`src/rtl/ascii_uart_tx.sv`:
```
// Character FIFO feeding a UART transmitter: 8N1 by default, 8E1 when
// UART_PARITY_EN is defined (adds an even-parity bit after the data bits).
module ascii_uart_tx #(
  parameter int CLKS_PER_BIT = 868,
  parameter int FIFO_DEPTH   = 8
) (
  input  logic       clk,
  input  logic       reset,
  input  logic [7:0] ascii_in,
  input  logic       valid_in,
  output logic       tx,
  output logic       busy,
  output logic       fifo_full,
  output logic       drop_pulse
);

  localparam int PTR_W  = $clog2(FIFO_DEPTH);
  localparam int CNT_W  = PTR_W + 1;
  localparam int BAUD_W = $clog2(CLKS_PER_BIT);
  localparam logic [BAUD_W-1:0] BAUD_LAST = BAUD_W'(CLKS_PER_BIT - 1);
  localparam logic [CNT_W-1:0]  FULL_CNT  = CNT_W'(FIFO_DEPTH);

`ifdef UART_PARITY_EN
  typedef enum logic [2:0] {IDLE, START, DATA, PARITY, STOP} state_t;
`else
  typedef enum logic [1:0] {IDLE, START, DATA, STOP} state_t;
`endif

  logic [7:0]       mem [FIFO_DEPTH];
  logic [PTR_W-1:0] wr_ptr;
  logic [PTR_W-1:0] rd_ptr;
  logic [CNT_W-1:0] count;
  logic             push;
  logic             pop;

  state_t           state, state_next;
  logic [BAUD_W-1:0] baud_cnt, baud_next;
  logic [2:0]       bit_cnt, bit_next;
  logic [7:0]       frame_data, frame_next;
  logic             tx_next;
  logic             baud_done;

  assign fifo_full = (count == FULL_CNT);
  assign push      = valid_in && !fifo_full;
  assign pop       = (state == IDLE) && (count != '0);
  assign busy      = (count != '0) || (state != IDLE);
  assign baud_done = (baud_cnt == BAUD_LAST);

  // NOTE: the storage array is deliberately not reset; only pointers and
  // occupancy define which entries are meaningful.
  always_ff @(posedge clk) begin
    if (push) mem[wr_ptr] <= ascii_in;
  end

  // NOTE: sequential state is always updated with non-blocking assignments.
  always_ff @(posedge clk or negedge reset) begin
    if (!reset) begin
      wr_ptr     <= '0;
      rd_ptr     <= '0;
      count      <= '0;
      drop_pulse <= 1'b0;
    end else begin
      drop_pulse <= valid_in && fifo_full;
      if (push) wr_ptr <= wr_ptr + PTR_W'(1);
      if (pop)  rd_ptr <= rd_ptr + PTR_W'(1);
      case ({push, pop})
        2'b10:   count <= count + CNT_W'(1);
        2'b01:   count <= count - CNT_W'(1);
        default: ;
      endcase
    end
  end

  always_ff @(posedge clk or negedge reset) begin
    if (!reset) begin
      state      <= IDLE;
      baud_cnt   <= '0;
      bit_cnt    <= '0;
      frame_data <= '0;
      tx         <= 1'b1;
    end else begin
      state      <= state_next;
      baud_cnt   <= baud_next;
      bit_cnt    <= bit_next;
      frame_data <= frame_next;
      tx         <= tx_next;
    end
  end

  always_comb begin
    // NOTE: every next value defaults to its current value so no path infers a latch.
    state_next = state;
    baud_next  = baud_cnt;
    bit_next   = bit_cnt;
    frame_next = frame_data;
    tx_next    = tx;
    case (state)
      IDLE: begin
        tx_next = 1'b1;
        if (pop) begin
          frame_next = mem[rd_ptr];
          baud_next  = '0;
          bit_next   = '0;
          tx_next    = 1'b0;
          state_next = START;
        end
      end
      START: begin
        if (baud_done) begin
          baud_next  = '0;
          tx_next    = frame_data[0];
          state_next = DATA;
        end else begin
          baud_next = baud_cnt + BAUD_W'(1);
        end
      end
      DATA: begin
        if (baud_done) begin
          baud_next = '0;
          if (bit_cnt == 3'd7) begin
`ifdef UART_PARITY_EN
            tx_next    = ^frame_data;
            state_next = PARITY;
`else
            tx_next    = 1'b1;
            state_next = STOP;
`endif
          end else begin
            bit_next = bit_cnt + 3'd1;
            tx_next  = frame_data[bit_cnt + 3'd1];
          end
        end else begin
          baud_next = baud_cnt + BAUD_W'(1);
        end
      end
`ifdef UART_PARITY_EN
      PARITY: begin
        if (baud_done) begin
          baud_next  = '0;
          tx_next    = 1'b1;
          state_next = STOP;
        end else begin
          baud_next = baud_cnt + BAUD_W'(1);
        end
      end
`endif
      STOP: begin
        // Leaving STOP lands in IDLE for one clock before the next pop.
        if (baud_done) begin
          baud_next  = '0;
          state_next = IDLE;
        end else begin
          baud_next = baud_cnt + BAUD_W'(1);
        end
      end
      default: begin
        state_next = IDLE;
        tx_next    = 1'b1;
      end
    endcase
  end

endmodule

```
`config.mk`:
```
export PLATFORM = sky130hd
export DESIGN_NAME = ascii_uart_tx
export DESIGN_NICKNAME = d
export VERILOG_FILES = /design/src/rtl/ascii_uart_tx.sv
export SDC_FILE = /design/constraint.sdc
export NUM_CORES = 1
export LEC_CHECK = 0
export BUFFER_PORTS_ARGS = -buffer_cell sky130_fd_sc_hd__buf_2
export CAP_MARGIN = 20
export CORE_MARGIN = 2
export CORE_UTILIZATION = 51
export CTS_BUF_LIST = sky130_fd_sc_hd__clkbuf_4 sky130_fd_sc_hd__clkbuf_8
export DETAILED_ROUTE_END_ITERATION = 10
export GPL_TIMING_DRIVEN = 0
export PLACE_DENSITY_LB_ADDON = 0.15
export SYNTH_ARGS = -nofsm -noshare
export SYNTH_HDL_FRONTEND = slang
export SYNTH_SLANG_ARGS = --single-unit
```
`constraint.sdc`:
```
create_clock -name clk -period 3.4 [get_ports clk]
set_input_delay 0.34 -clock clk [delete_from_list [all_inputs] [get_ports clk]]
set_output_delay 0.34 -clock clk [all_outputs]
set_load 0.05 [all_outputs]
```
==> flow_results.xml, run 1 <==
<?xml version="1.0" encoding="UTF-8"?>
<metrics>
  <group name="status">
    <metric name="status" unit="">completed</metric>
  </group>
  <group name="critical_path">
    <metric name="depth_of_the_most_critical_reg_to_reg_path" unit="">13</metric>
    <metric name="worst_path_max_delay_cell" unit="">dfrtp_1</metric>
    <metric name="timing.rr.start" unit="">state[0]</metric>
    <metric name="slowest_delay" unit="ns">0.43</metric>
    <metric name="cp_num_cells" unit="">13</metric>
    <metric name="regToRegEndpoint" unit="">count[2]</metric>
    <metric name="crit_required" unit="ns">3.65</metric>
    <metric name="timing.critical_path.cells" unit="">inv_1 -&gt; ha_1 -&gt; clkbuf_1 -&gt; o41ai_1 -&gt; buf_2 -&gt; inv_1 -&gt; ha_1 -&gt; xor2_1 -&gt; ha_1 -&gt; a21oi_1 -&gt; xor2_1 -&gt; nor2_1 -&gt; xor2_1</metric>
    <metric name="timing.critical_path.buf_inv" unit="">4</metric>
    <metric name="timing.critical_path.max_delay_family" unit="">buffers and inverters</metric>
    <metric name="worst_path_maximum_fanout" unit="">10</metric>
    <metric name="start_kind" unit="">register</metric>
    <metric name="worstSetupPathType" unit="">register to register</metric>
    <metric name="worst-endpoint-arrival" unit="ns">3.06</metric>
    <metric name="worst-r2r-setup-slack" unit="ns">0.59</metric>
    <metric name="end_kind" unit="">register</metric>
  </group>
  <group name="routing">
    <metric name="detail_route.wirelength" unit="um">7680</metric>
    <metric name="post-route-drc-count" unit="">0</metric>
    <metric name="drt-wirelength-per-cell" unit="um">18.0</metric>
    <metric name="initialDrtViolationCount" unit="">123</metric>
    <metric name="ant_nets" unit="">0</metric>
    <metric name="drt-vias-per-instance" unit="">5.74</metric>
    <metric name="drt_pre_antenna_iters" unit="">4</metric>
    <metric name="vias" unit="">2450</metric>
  </group>
  <group name="synthesis">
    <metric name="synth_cell_type_count" unit="">50</metric>
    <metric name="synth_simple_gate_area_share" unit="%">9.60</metric>
    <metric name="leading_post_synthesis_cells_by_cell_area" unit="">edfxtp_1 (44%), dfrtp_1 (19%), mux4_2 (8.7%)</metric>
    <metric name="yosys_warnings" unit="">0</metric>
    <metric name="synthFlopType" unit="">edfxtp_1</metric>
    <metric name="synth.net_count" unit="">314</metric>
    <metric name="synth_fa_ha_area_share" unit="%">3.70</metric>
    <metric name="synth.ff_latch_count" unit="">99</metric>
    <metric name="synthesis.instances" unit="">290</metric>
    <metric name="synth-xor-area-share" unit="%">2.79</metric>
    <metric name="synth_mux_area_share" unit="%">12.6</metric>
    <metric name="post_synth_instance_area" unit="mm2">0.00439</metric>
    <metric name="synth_edf_count" unit="">64</metric>
    <metric name="synth_largest_type_area_fraction" unit="%">43.8</metric>
    <metric name="post-synth-top-area-cell" unit="">edfxtp_1</metric>
    <metric name="mean_instance_size_in_the_synthesized_netlist" unit="um2">15.1</metric>
    <metric name="ys_seq_area_share" unit="%">63.8</metric>
    <metric name="async_flop_share" unit="%">35.4</metric>
    <metric name="synth-compound-area-share" unit="%">5.24</metric>
    <metric name="synth_top_family_by_area" unit="">multiplexers</metric>
  </group>
  <group name="global_routing">
    <metric name="antenna_found_initial" unit="">0</metric>
    <metric name="grt_pass1_wl" unit="um">12500</metric>
    <metric name="first_global_vias" unit="">2390</metric>
    <metric name="largest_net_degree_at_the_start_of_global_routing" unit="">36</metric>
    <metric name="overflow" unit="">0</metric>
    <metric name="grt_util_all_layers" unit="%">17.2</metric>
  </group>
  <group name="floorplan">
    <metric name="rows" unit="">33</metric>
    <metric name="core_area" unit="mm2">0.00830</metric>
    <metric name="floorplan_die_area" unit="mm2">0.00937</metric>
    <metric name="initial_utilization" unit="%">52.9</metric>
    <metric name="floorplan.die.width" unit="um">96.8</metric>
    <metric name="boundaryPins" unit="">15</metric>
    <metric name="die_h" unit="um">96.8</metric>
  </group>
  <group name="layout">
    <metric name="combined_flip_flop_and_latch_cell_area" unit="mm2">0.00280</metric>
    <metric name="diodes" unit="">0</metric>
    <metric name="combined_area_of_the_multi_input_logic_cells" unit="mm2">0.00150</metric>
    <metric name="layout-drive-gt1-share" unit="%">22.4</metric>
    <metric name="finish.utilization" unit="%">58.4</metric>
    <metric name="final_net_count" unit="">341</metric>
    <metric name="fillCellCount" unit="">633</metric>
    <metric name="final_cell_area" unit="mm2">0.00484</metric>
    <metric name="areaGrowthSynthToFinish" unit="%">10.3</metric>
  </group>
  <group name="timing">
    <metric name="max_freq" unit="GHz">0.356</metric>
    <metric name="setup_viol_count_final" unit="">0</metric>
    <metric name="final.setup.tns" unit="ns">0</metric>
    <metric name="post_route_minimum_period" unit="ns">2.81</metric>
    <metric name="timing.final.hold_violations" unit="">0</metric>
    <metric name="finalClockSkew" unit="ns">0.0135</metric>
    <metric name="drv_slew" unit="">0</metric>
    <metric name="transition_at_the_pin_with_the_smallest_max_transition_slack" unit="ns">0.923</metric>
    <metric name="max_slew_margin" unit="%">38.2</metric>
    <metric name="grt_setup_unrepaired" unit="">false</metric>
    <metric name="final_clock_period_utilization_by_the_worst_path" unit="%">82.6</metric>
  </group>
  <group name="cts">
    <metric name="post_cts_resized" unit="">0</metric>
    <metric name="tritoncts_num_sinks" unit="">99</metric>
    <metric name="cts-hold-fix-buffers" unit="">0</metric>
    <metric name="clock_buffer_count_from_cts" unit="">9</metric>
    <metric name="clock_path_buffers" unit="">2</metric>
    <metric name="tritoncts" unit="">built</metric>
    <metric name="cts-root-buf" unit="">clkbuf_8</metric>
    <metric name="h-tree-depth" unit="">3</metric>
    <metric name="clock_latency" unit="ns">0.37</metric>
    <metric name="clk_pin_slew" unit="ns">0.11</metric>
    <metric name="post_cts_buffers" unit="">0</metric>
  </group>
  <group name="power">
    <metric name="peakVddDrop" unit="uV">384</metric>
    <metric name="total_leakage_power" unit="nW">1.81</metric>
    <metric name="power-per-cell-area" unit="mW/mm2">819</metric>
  </group>
  <group name="placement">
    <metric name="dpl.hpwl" unit="um">5170</metric>
    <metric name="place.gp.congestion" unit="">0.737</metric>
    <metric name="postPlaceCellArea" unit="mm2">0.00461</metric>
    <metric name="port_buffers" unit="">14</metric>
  </group>
  <group name="min_path">
    <metric name="hold_path_class" unit="">input pin to async pin</metric>
  </group>
  <group name="flow_run">
    <metric name="maxCapViolations" unit="">0</metric>
  </group>
</metrics>
## final cells by class
cell class / count / share of cell area, %
tap: 105 / 2.71
sequential: 99 / 57.8
clock inverter: 7 / 2.20
buffer: 12 / 1.42
multi-input combinational: 172 / 30.9
timing repair buffer: 16 / 1.76
clock buffer: 9 / 2.56
inverter: 7 / 0.646
## worst max path at each step
stage                   from       end
floorplan           count[0]  count[2]
global placement    state[0]  count[2]
detailed placement  state[0]  count[2]
CTS                 state[0]  count[2]
global route        state[0]  count[2]
finish              state[0]  count[2]
## metal layers
| metal | track usage [%] | wire (um) | vias up |
|---|---|---|---|
| met4 | 4.55 | 63 | 0 |
| met2 | 29.4 | 4040 | 49 |
| li1 | - | - | 1158 |
| met1 | 22.1 | 3290 | 1238 |
| met5 | 0 | 0 | - |
| met3 | 4.41 | 285 | 5 |
## cells in the mapped netlist, drive strengths merged (2+ instances only)
cell type and number:
mux2i 10, a211oi 2, nand2 26, and2 2, o31ai 2, ha 13
nor4 3, clkbuf 3, mux2 6, xor2 4, nand4b 3, nor3 4
nand2b 4, or3b 2, edfxtp 64, buf 9, nor2 18, o41ai 2
dfrtp 34, o21a 2, a31oi 2, xnor2 10, o21ai 10, a21oi 5
nand3 3, nand3b 2, inv 7, nor2b 3, mux4 17, nand4 5
## cells by family (layout without fill, tap and decap cells)
family,count (synthesis),after routing
xor+xnor,14,14
simple gates,79,79
fa+ha+maj,13,13
buf+inv,19,51
compound gates,33,33
flops,99,99
mux,33,33
## report_power, final
part	total (mW)	switching (mW)	leakage, nW	internal [mW]
Sequential	1.71	0.150	1.02	1.56
Clock	0.826	0.459	0.110	0.366
Combinational	1.43	0.782	0.678	0.645
Total	3.97	1.39	1.81	2.57
## flip-flops by register name, indices dropped and copies added (netlist names), 2 cells and up
name	cells
baud_cnt	10
bit_cnt	3
count	4
frame_data	8
mem	64
rd_ptr	3
state	2
wr_ptr	3
## stage by stage
stage,cells,worst slack [ns],hold WS (ns),total power [mW]
2_1_floorplan,290,0.349,0.0444,2.83
5_1_grt,427,0.347,0.123,4.22
4_1_cts,427,0.546,0.0833,4.01
3_5_place_dp,411,0.579,0.471,3.19
6_report,427,0.590,0.0512,3.97
3_3_place_gp,409,0.638,0.459,3.14
## cell usage in the layout, fill, tap and decap left out, drive strengths merged, types with 2 or more instances in the layout
master	Yosys	final
nand3	3	3
o41ai	2	2
a21oi	5	5
clkbuf	3	12
and2	2	2
mux2	6	6
ha	13	13
dfrtp	34	34
or3b	2	2
nand2b	4	4
nor4	3	3
nor3	4	4
nand4	5	5
nor2b	3	3
a31oi	2	2
mux4	17	17
inv	7	9
buf	9	25
o21a	2	2
o21ai	10	10
a211oi	2	2
xnor2	10	10
nor2	18	18
clkinv	0	3
nand4b	3	3
nand2	26	26
o31ai	2	2
nand3b	2	2
xor2	4	4
edfxtp	64	64
mux2i	10	10
(Power assumes the default switching activity.)
==> run 2, diff against run 1 <==
- clock period: 3.4 -> 2.8 ns (I/O delays scaled with it)
==> flow_results.xml, run 2 (synthesis gave the netlist of run 1 again) <==
<?xml version="1.0" encoding="UTF-8"?>
<metrics>
  <group name="status">
    <metric name="status" unit="">finished, violations left</metric>
    <metric name="violated_checks" unit="">hold timing</metric>
  </group>
  <group name="cts">
    <metric name="post_cts_buffers" unit="">0</metric>
    <metric name="clk_pin_slew" unit="ns">0.10</metric>
    <metric name="h-tree-depth" unit="">3</metric>
    <metric name="clock_buffer_count_from_cts" unit="">9</metric>
    <metric name="cts-hold-fix-buffers" unit="">0</metric>
    <metric name="tritoncts_num_sinks" unit="">99</metric>
    <metric name="tritoncts" unit="">built</metric>
    <metric name="post_cts_resized" unit="">2</metric>
    <metric name="clock_latency" unit="ns">0.37</metric>
    <metric name="cts-root-buf" unit="">clkbuf_8</metric>
    <metric name="clock_path_buffers" unit="">2</metric>
  </group>
  <group name="placement">
    <metric name="port_buffers" unit="">14</metric>
    <metric name="place.gp.congestion" unit="">0.722</metric>
    <metric name="placed_insts" unit="">411</metric>
    <metric name="dpl.hpwl" unit="um">5090</metric>
  </group>
  <group name="timing">
    <metric name="drv_slew" unit="">0</metric>
    <metric name="final.setup.tns" unit="ns">0</metric>
    <metric name="grt_setup_unrepaired" unit="">false</metric>
    <metric name="setup_viol_count_final" unit="">0</metric>
    <metric name="transition_at_the_pin_with_the_smallest_max_transition_slack" unit="ns">0.947</metric>
    <metric name="timing.final.hold_violations" unit="">5</metric>
    <metric name="finalClockSkew" unit="ns">0.0143</metric>
    <metric name="max_freq" unit="GHz">0.391</metric>
    <metric name="post_route_minimum_period" unit="ns">2.56</metric>
    <metric name="final_clock_period_utilization_by_the_worst_path" unit="%">91.4</metric>
    <metric name="holdWs" unit="ns">-0.00326</metric>
    <metric name="max_slew_margin" unit="%">36.6</metric>
  </group>
  <group name="power">
    <metric name="power" unit="mW">4.81</metric>
    <metric name="total_leakage_power" unit="nW">1.81</metric>
    <metric name="power-per-cell-area" unit="mW/mm2">993</metric>
    <metric name="peakVddDrop" unit="uV">498</metric>
  </group>
  <group name="routing">
    <metric name="detail_route.wirelength" unit="um">7630</metric>
    <metric name="drt-wirelength-per-cell" unit="um">17.9</metric>
    <metric name="vias" unit="">2410</metric>
    <metric name="drt_pre_antenna_iters" unit="">4</metric>
    <metric name="post-route-drc-count" unit="">0</metric>
    <metric name="drt-vias-per-instance" unit="">5.64</metric>
    <metric name="ant_nets" unit="">0</metric>
    <metric name="initialDrtViolationCount" unit="">113</metric>
  </group>
  <group name="critical_path">
    <metric name="end_kind" unit="">register</metric>
    <metric name="worst-r2r-setup-slack" unit="ns">0.24</metric>
    <metric name="worst_path_maximum_fanout" unit="">10</metric>
    <metric name="crit_path_frequent_cell" unit="">xor2_1</metric>
    <metric name="slowest_delay" unit="ns">0.40</metric>
    <metric name="worstSetupPathType" unit="">register to register</metric>
    <metric name="timing.critical_path.cells" unit="">inv_1 -&gt; ha_1 -&gt; clkbuf_4 -&gt; o41ai_2 -&gt; clkbuf_4 -&gt; inv_1 -&gt; ha_2 -&gt; xor2_1 -&gt; ha_1 -&gt; a21oi_1 -&gt; xor2_1 -&gt; nor2_1 -&gt; xor2_1</metric>
    <metric name="crit_required" unit="ns">3.04</metric>
    <metric name="start_kind" unit="">register</metric>
    <metric name="worst_path_max_delay_cell" unit="">dfrtp_1</metric>
    <metric name="worst-endpoint-arrival" unit="ns">2.80</metric>
  </group>
  <group name="layout">
    <metric name="combined_flip_flop_and_latch_cell_area" unit="mm2">0.00280</metric>
    <metric name="largestRegisters" unit="">mem (64), baud_cnt (10), frame_data (8)</metric>
    <metric name="finish.utilization" unit="%">58.4</metric>
    <metric name="finalNonFillerCells" unit="">427</metric>
    <metric name="layout-drive-gt1-share" unit="%">23.6</metric>
    <metric name="combined_area_of_the_multi_input_logic_cells" unit="mm2">0.00152</metric>
    <metric name="areaGrowthSynthToFinish" unit="%">10.3</metric>
    <metric name="diodes" unit="">0</metric>
    <metric name="final_net_count" unit="">341</metric>
    <metric name="registers.top_by_ff_count" unit="">mem</metric>
    <metric name="layout.cells.most_common_list" unit="">edfxtp_1 (64), dfrtp_1 (34), nand2_1 (26), buf_2 (19), nor2_1 (18)</metric>
    <metric name="fillCellCount" unit="">650</metric>
    <metric name="layout_commonest_cell" unit="">edfxtp_1</metric>
    <metric name="largest_register_ff_count" unit="">64</metric>
  </group>
  <group name="floorplan">
    <metric name="boundaryPins" unit="">15</metric>
    <metric name="rows" unit="">33</metric>
    <metric name="die_h" unit="um">96.8</metric>
    <metric name="floorplan.die.width" unit="um">96.8</metric>
    <metric name="initial_utilization" unit="%">52.9</metric>
    <metric name="core_area" unit="mm2">0.00830</metric>
    <metric name="floorplan_die_area" unit="mm2">0.00937</metric>
  </group>
  <group name="global_routing">
    <metric name="largest_net_degree_at_the_start_of_global_routing" unit="">36</metric>
    <metric name="grt_pass1_wl" unit="um">12800</metric>
    <metric name="first_global_vias" unit="">2471</metric>
    <metric name="antenna_found_initial" unit="">0</metric>
    <metric name="grt_util_all_layers" unit="%">17.8</metric>
    <metric name="overflow" unit="">0</metric>
  </group>
  <group name="min_path">
    <metric name="hold_path_class" unit="">input pin to async pin</metric>
  </group>
  <group name="flow_run">
    <metric name="maxCapViolations" unit="">0</metric>
  </group>
</metrics>
## run 2: path summary, 6_finish.rpt
| kind | start | to | depth (start not counted) |
|---|---|---|---|
| worst max-delay path | state[0] | count[2] | 13 |
| worst min-delay path | reset | baud_cnt[7] | 1 |
| worst max register to register | state[0] | count[2] | 13 |
| worst min register to register | frame_data[4] | frame_data[4] | 2 |
| max in group asynchronous | reset | frame_data[2] | 1 |
| min in group clk | valid_in | drop_pulse | 2 |
## run 2: stage by stage
stage          setup slack (ns)  hold WS [ns]  instance area, um2
6_report                  0.242      -0.00326                4840
4_1_cts                   0.109        0.0167                4830
2_1_floorplan             0.132       -0.0156                4410
5_1_grt                  0.0446        0.0528                4840
3_3_place_gp            -0.0461         0.419                4610
3_5_place_dp            -0.0926         0.424                4620
## run 2: cell type report
cell class | instances | share of cell area, %
flip-flops and latches | 99 | 57.8
multi-input cells | 172 | 31.4
well taps | 105 | 2.71
clock buffers | 9 | 2.56
clock inverters | 7 | 1.73
repair buffers | 16 | 1.65
plain buffers | 12 | 1.55
inverters | 7 | 0.646
## run 2: layer usage
layer	global-route usage, %	up-vias	share of wire [%]
met1	25.3	1209	48
met4	6.50	0	1.2
met3	3.32	10	2.6
li1	-	1153	-
met5	0	-	0
met2	27.7	38	48
## run 2: power breakdown
group,internal [mW],switching [mW]
Clock,0.429,0.520
Combinational,0.805,0.972
Sequential,1.90,0.187
## run 2: worst max-delay path, delay by kind of cell, from the launching register on
kind            cells  cell delay [ns]
simple gates        1             0.06
xor+xnor            3             0.44
compound gates      2             0.25
fa+ha+maj           3             0.62
buf+inv             4             0.66
flops               1             0.40
==> run 3, diff against run 2 <==
- ABC_AREA: default -> 0
- GPL_TIMING_DRIVEN: 0 -> default
==> flow_results.xml, run 3 (synthesis gave the netlist of run 1 again) <==
<?xml version="1.0" encoding="UTF-8"?>
<metrics>
  <group name="status">
    <metric name="status" unit="">finished, violations left</metric>
    <metric name="violated_checks" unit="">hold timing</metric>
  </group>
  <group name="cts">
    <metric name="tritoncts" unit="">built</metric>
    <metric name="clock_path_buffers" unit="">2</metric>
    <metric name="clock_buffer_count_from_cts" unit="">9</metric>
    <metric name="h-tree-depth" unit="">3</metric>
    <metric name="cts-root-buf" unit="">clkbuf_8</metric>
    <metric name="post_cts_buffers" unit="">0</metric>
    <metric name="post_cts_resized" unit="">0</metric>
    <metric name="clock_latency" unit="ns">0.36</metric>
    <metric name="clk_pin_slew" unit="ns">0.10</metric>
    <metric name="cts-hold-fix-buffers" unit="">0</metric>
    <metric name="tritoncts_num_sinks" unit="">99</metric>
  </group>
  <group name="global_routing">
    <metric name="overflow" unit="">0</metric>
    <metric name="grt_pass1_wl" unit="um">12300</metric>
    <metric name="first_global_vias" unit="">2381</metric>
    <metric name="met2_usage" unit="%">29.1</metric>
    <metric name="grt_use_met3" unit="%">2.82</metric>
    <metric name="largest_net_degree_at_the_start_of_global_routing" unit="">36</metric>
    <metric name="antenna_found_initial" unit="">0</metric>
    <metric name="grt_util_all_layers" unit="%">17.1</metric>
    <metric name="global_route.usage.met1" unit="%">22.2</metric>
    <metric name="grt_most_used_layer" unit="">met2</metric>
  </group>
  <group name="placement">
    <metric name="dpl.hpwl" unit="um">4950</metric>
    <metric name="placed_insts" unit="">410</metric>
    <metric name="postPlaceCellArea" unit="mm2">0.00464</metric>
    <metric name="place.gp.congestion" unit="">0.709</metric>
    <metric name="port_buffers" unit="">14</metric>
  </group>
  <group name="power">
    <metric name="pwr-share-clk" unit="%">19.9</metric>
    <metric name="power.switching_fraction" unit="%">34.3</metric>
    <metric name="total_leakage_power" unit="nW">1.83</metric>
    <metric name="p_seq_share" unit="%">47.5</metric>
    <metric name="power-per-cell-area" unit="mW/mm2">978</metric>
    <metric name="internal-power" unit="mW">3.12</metric>
    <metric name="peakVddDrop" unit="uV">419</metric>
    <metric name="p_comb_share" unit="%">32.6</metric>
    <metric name="netSwitchingPower" unit="mW">1.63</metric>
    <metric name="power" unit="mW">4.75</metric>
  </group>
  <group name="timing">
    <metric name="drv_slew" unit="">0</metric>
    <metric name="timing.final.hold_violations" unit="">12</metric>
    <metric name="final.setup.tns" unit="ns">0</metric>
    <metric name="holdWs" unit="ns">-0.00341</metric>
    <metric name="transition_at_the_pin_with_the_smallest_max_transition_slack" unit="ns">0.804</metric>
    <metric name="finalClockSkew" unit="ns">0.00712</metric>
    <metric name="final_clock_period_utilization_by_the_worst_path" unit="%">84.9</metric>
    <metric name="post_route_minimum_period" unit="ns">2.38</metric>
    <metric name="grt_setup_unrepaired" unit="">false</metric>
    <metric name="setup_viol_count_final" unit="">0</metric>
    <metric name="max_freq" unit="GHz">0.421</metric>
    <metric name="max_slew_margin" unit="%">46.4</metric>
  </group>
  <group name="routing">
    <metric name="drt-vias-per-instance" unit="">5.52</metric>
    <metric name="detail_route.wirelength" unit="um">7480</metric>
    <metric name="ant_nets" unit="">0</metric>
    <metric name="post-route-drc-count" unit="">0</metric>
    <metric name="initialDrtViolationCount" unit="">63</metric>
    <metric name="drt_pre_antenna_iters" unit="">6</metric>
    <metric name="vias" unit="">2353</metric>
    <metric name="drt-wirelength-per-cell" unit="um">17.6</metric>
  </group>
  <group name="layout">
    <metric name="fillCellCount" unit="">641</metric>
    <metric name="combined_flip_flop_and_latch_cell_area" unit="mm2">0.00280</metric>
    <metric name="diodes" unit="">0</metric>
    <metric name="largestRegisters" unit="">mem (64), baud_cnt (10), frame_data (8)</metric>
    <metric name="final_net_count" unit="">340</metric>
    <metric name="layout.cells.most_common_list" unit="">edfxtp_1 (64), dfrtp_1 (34), nand2_1 (26), nor2_1 (18), mux4_2 (17)</metric>
    <metric name="final_cell_area" unit="mm2">0.00485</metric>
    <metric name="finish.utilization" unit="%">58.5</metric>
    <metric name="largest_register_ff_count" unit="">64</metric>
    <metric name="layout-drive-gt1-share" unit="%">24.0</metric>
    <metric name="registers.top_by_ff_count" unit="">mem</metric>
    <metric name="finalNonFillerCells" unit="">426</metric>
    <metric name="layout_commonest_cell" unit="">edfxtp_1</metric>
    <metric name="areaGrowthSynthToFinish" unit="%">10.5</metric>
    <metric name="combined_area_of_the_multi_input_logic_cells" unit="mm2">0.00151</metric>
  </group>
  <group name="critical_path">
    <metric name="worstSetupEndpoint" unit="">count[2]</metric>
    <metric name="cp_num_cells" unit="">10</metric>
    <metric name="timing.rr.start" unit="">count[0]</metric>
    <metric name="worst_setup_path_startpoint" unit="">count[0]</metric>
    <metric name="worstSetupPathType" unit="">register to register</metric>
    <metric name="timing.critical_path.buf_inv" unit="">1</metric>
    <metric name="crit_path_frequent_cell" unit="">xor2_1</metric>
    <metric name="timing.critical_path.max_delay_family" unit="">flip-flops</metric>
    <metric name="slowest_delay" unit="ns">0.59</metric>
    <metric name="depth_of_the_most_critical_reg_to_reg_path" unit="">10</metric>
    <metric name="timing.critical_path.cells" unit="">nor4b_4 -&gt; nor2b_1 -&gt; inv_1 -&gt; ha_1 -&gt; xor2_1 -&gt; ha_1 -&gt; a21oi_1 -&gt; xor2_1 -&gt; nor2_1 -&gt; xor2_1</metric>
    <metric name="start_kind" unit="">register</metric>
    <metric name="regToRegEndpoint" unit="">count[2]</metric>
    <metric name="end_kind" unit="">register</metric>
    <metric name="worst-r2r-setup-slack" unit="ns">0.42</metric>
    <metric name="worst_path_maximum_fanout" unit="">8</metric>
    <metric name="worst_path_max_delay_cell" unit="">dfrtp_1</metric>
    <metric name="worst-endpoint-arrival" unit="ns">2.62</metric>
    <metric name="crit_required" unit="ns">3.04</metric>
  </group>
  <group name="min_path">
    <metric name="hold_path_class" unit="">input pin to async pin</metric>
  </group>
  <group name="floorplan">
    <metric name="die_h" unit="um">96.8</metric>
    <metric name="floorplan_die_area" unit="mm2">0.00937</metric>
    <metric name="boundaryPins" unit="">15</metric>
    <metric name="floorplan.die.width" unit="um">96.8</metric>
    <metric name="core_area" unit="mm2">0.00830</metric>
    <metric name="rows" unit="">33</metric>
    <metric name="initial_utilization" unit="%">52.9</metric>
  </group>
  <group name="flow_run">
    <metric name="maxCapViolations" unit="">0</metric>
  </group>
</metrics>
run 3: final cells by class:
cell class                 count  share of cell area (%)
timing repair buffer          27                    3.45
inverter                       7                   0.644
clock buffer                   9                    2.55
sequential                    99                    57.7
tap                          105                    2.71
multi-input combinational    172                    31.2
clock inverter                 7                    1.78
run 3: worst register-to-register path, delay by kind of cell (launching register included):
kind	cells	cell delay, ns
flops	1	0.59
compound gates	1	0.14
xor+xnor	3	0.46
fa+ha+maj	2	0.49
simple gates	3	0.44
buf+inv	1	0.15
run 3: power by group through the flow:
stage	Sequential (mW)	Combinational, mW	Clock, mW
2_1_floorplan	2.10	1.35	0
6_report	2.25	1.55	0.946
5_1_grt	2.31	1.73	1.04
3_5_place_dp	2.30	1.57	0
4_1_cts	2.26	1.58	0.981
3_3_place_gp	2.28	1.55	0
run 3: layer usage:
metal,part of all wire (%),vias to the layer above,wire (um)
li1,-,1151,-
met1,45,1169,3340
met4,1.7,0,125
met3,2.2,10,168
met2,51,23,3840
met5,0,-,0
run 3: stage by stage:
stage	hold WS [ns]	worst slack, ns
2_1_floorplan	-0.0156	0.132
3_3_place_gp	0.406	0.492
3_5_place_dp	0.418	0.430
4_1_cts	0.00304	0.404
5_1_grt	0.0540	0.156
6_report	-0.00341	0.423
run 3: worst min-delay path by stage:
| stage | startpoint | end | slack (ns) | cells after the start |
|---|---|---|---|---|
| after floorplan | reset | baud_cnt[0] | -0.02 | 0 |
| after global placement | reset | count[0] | 0.41 | 1 |
| after detailed placement | reset | baud_cnt[5] | 0.42 | 1 |
| after CTS | reset | count[3] | 0.003 | 1 |
| after global routing | reset | count[0] | 0.05 | 1 |
| final | reset | wr_ptr[1] | -0.003 | 1 |
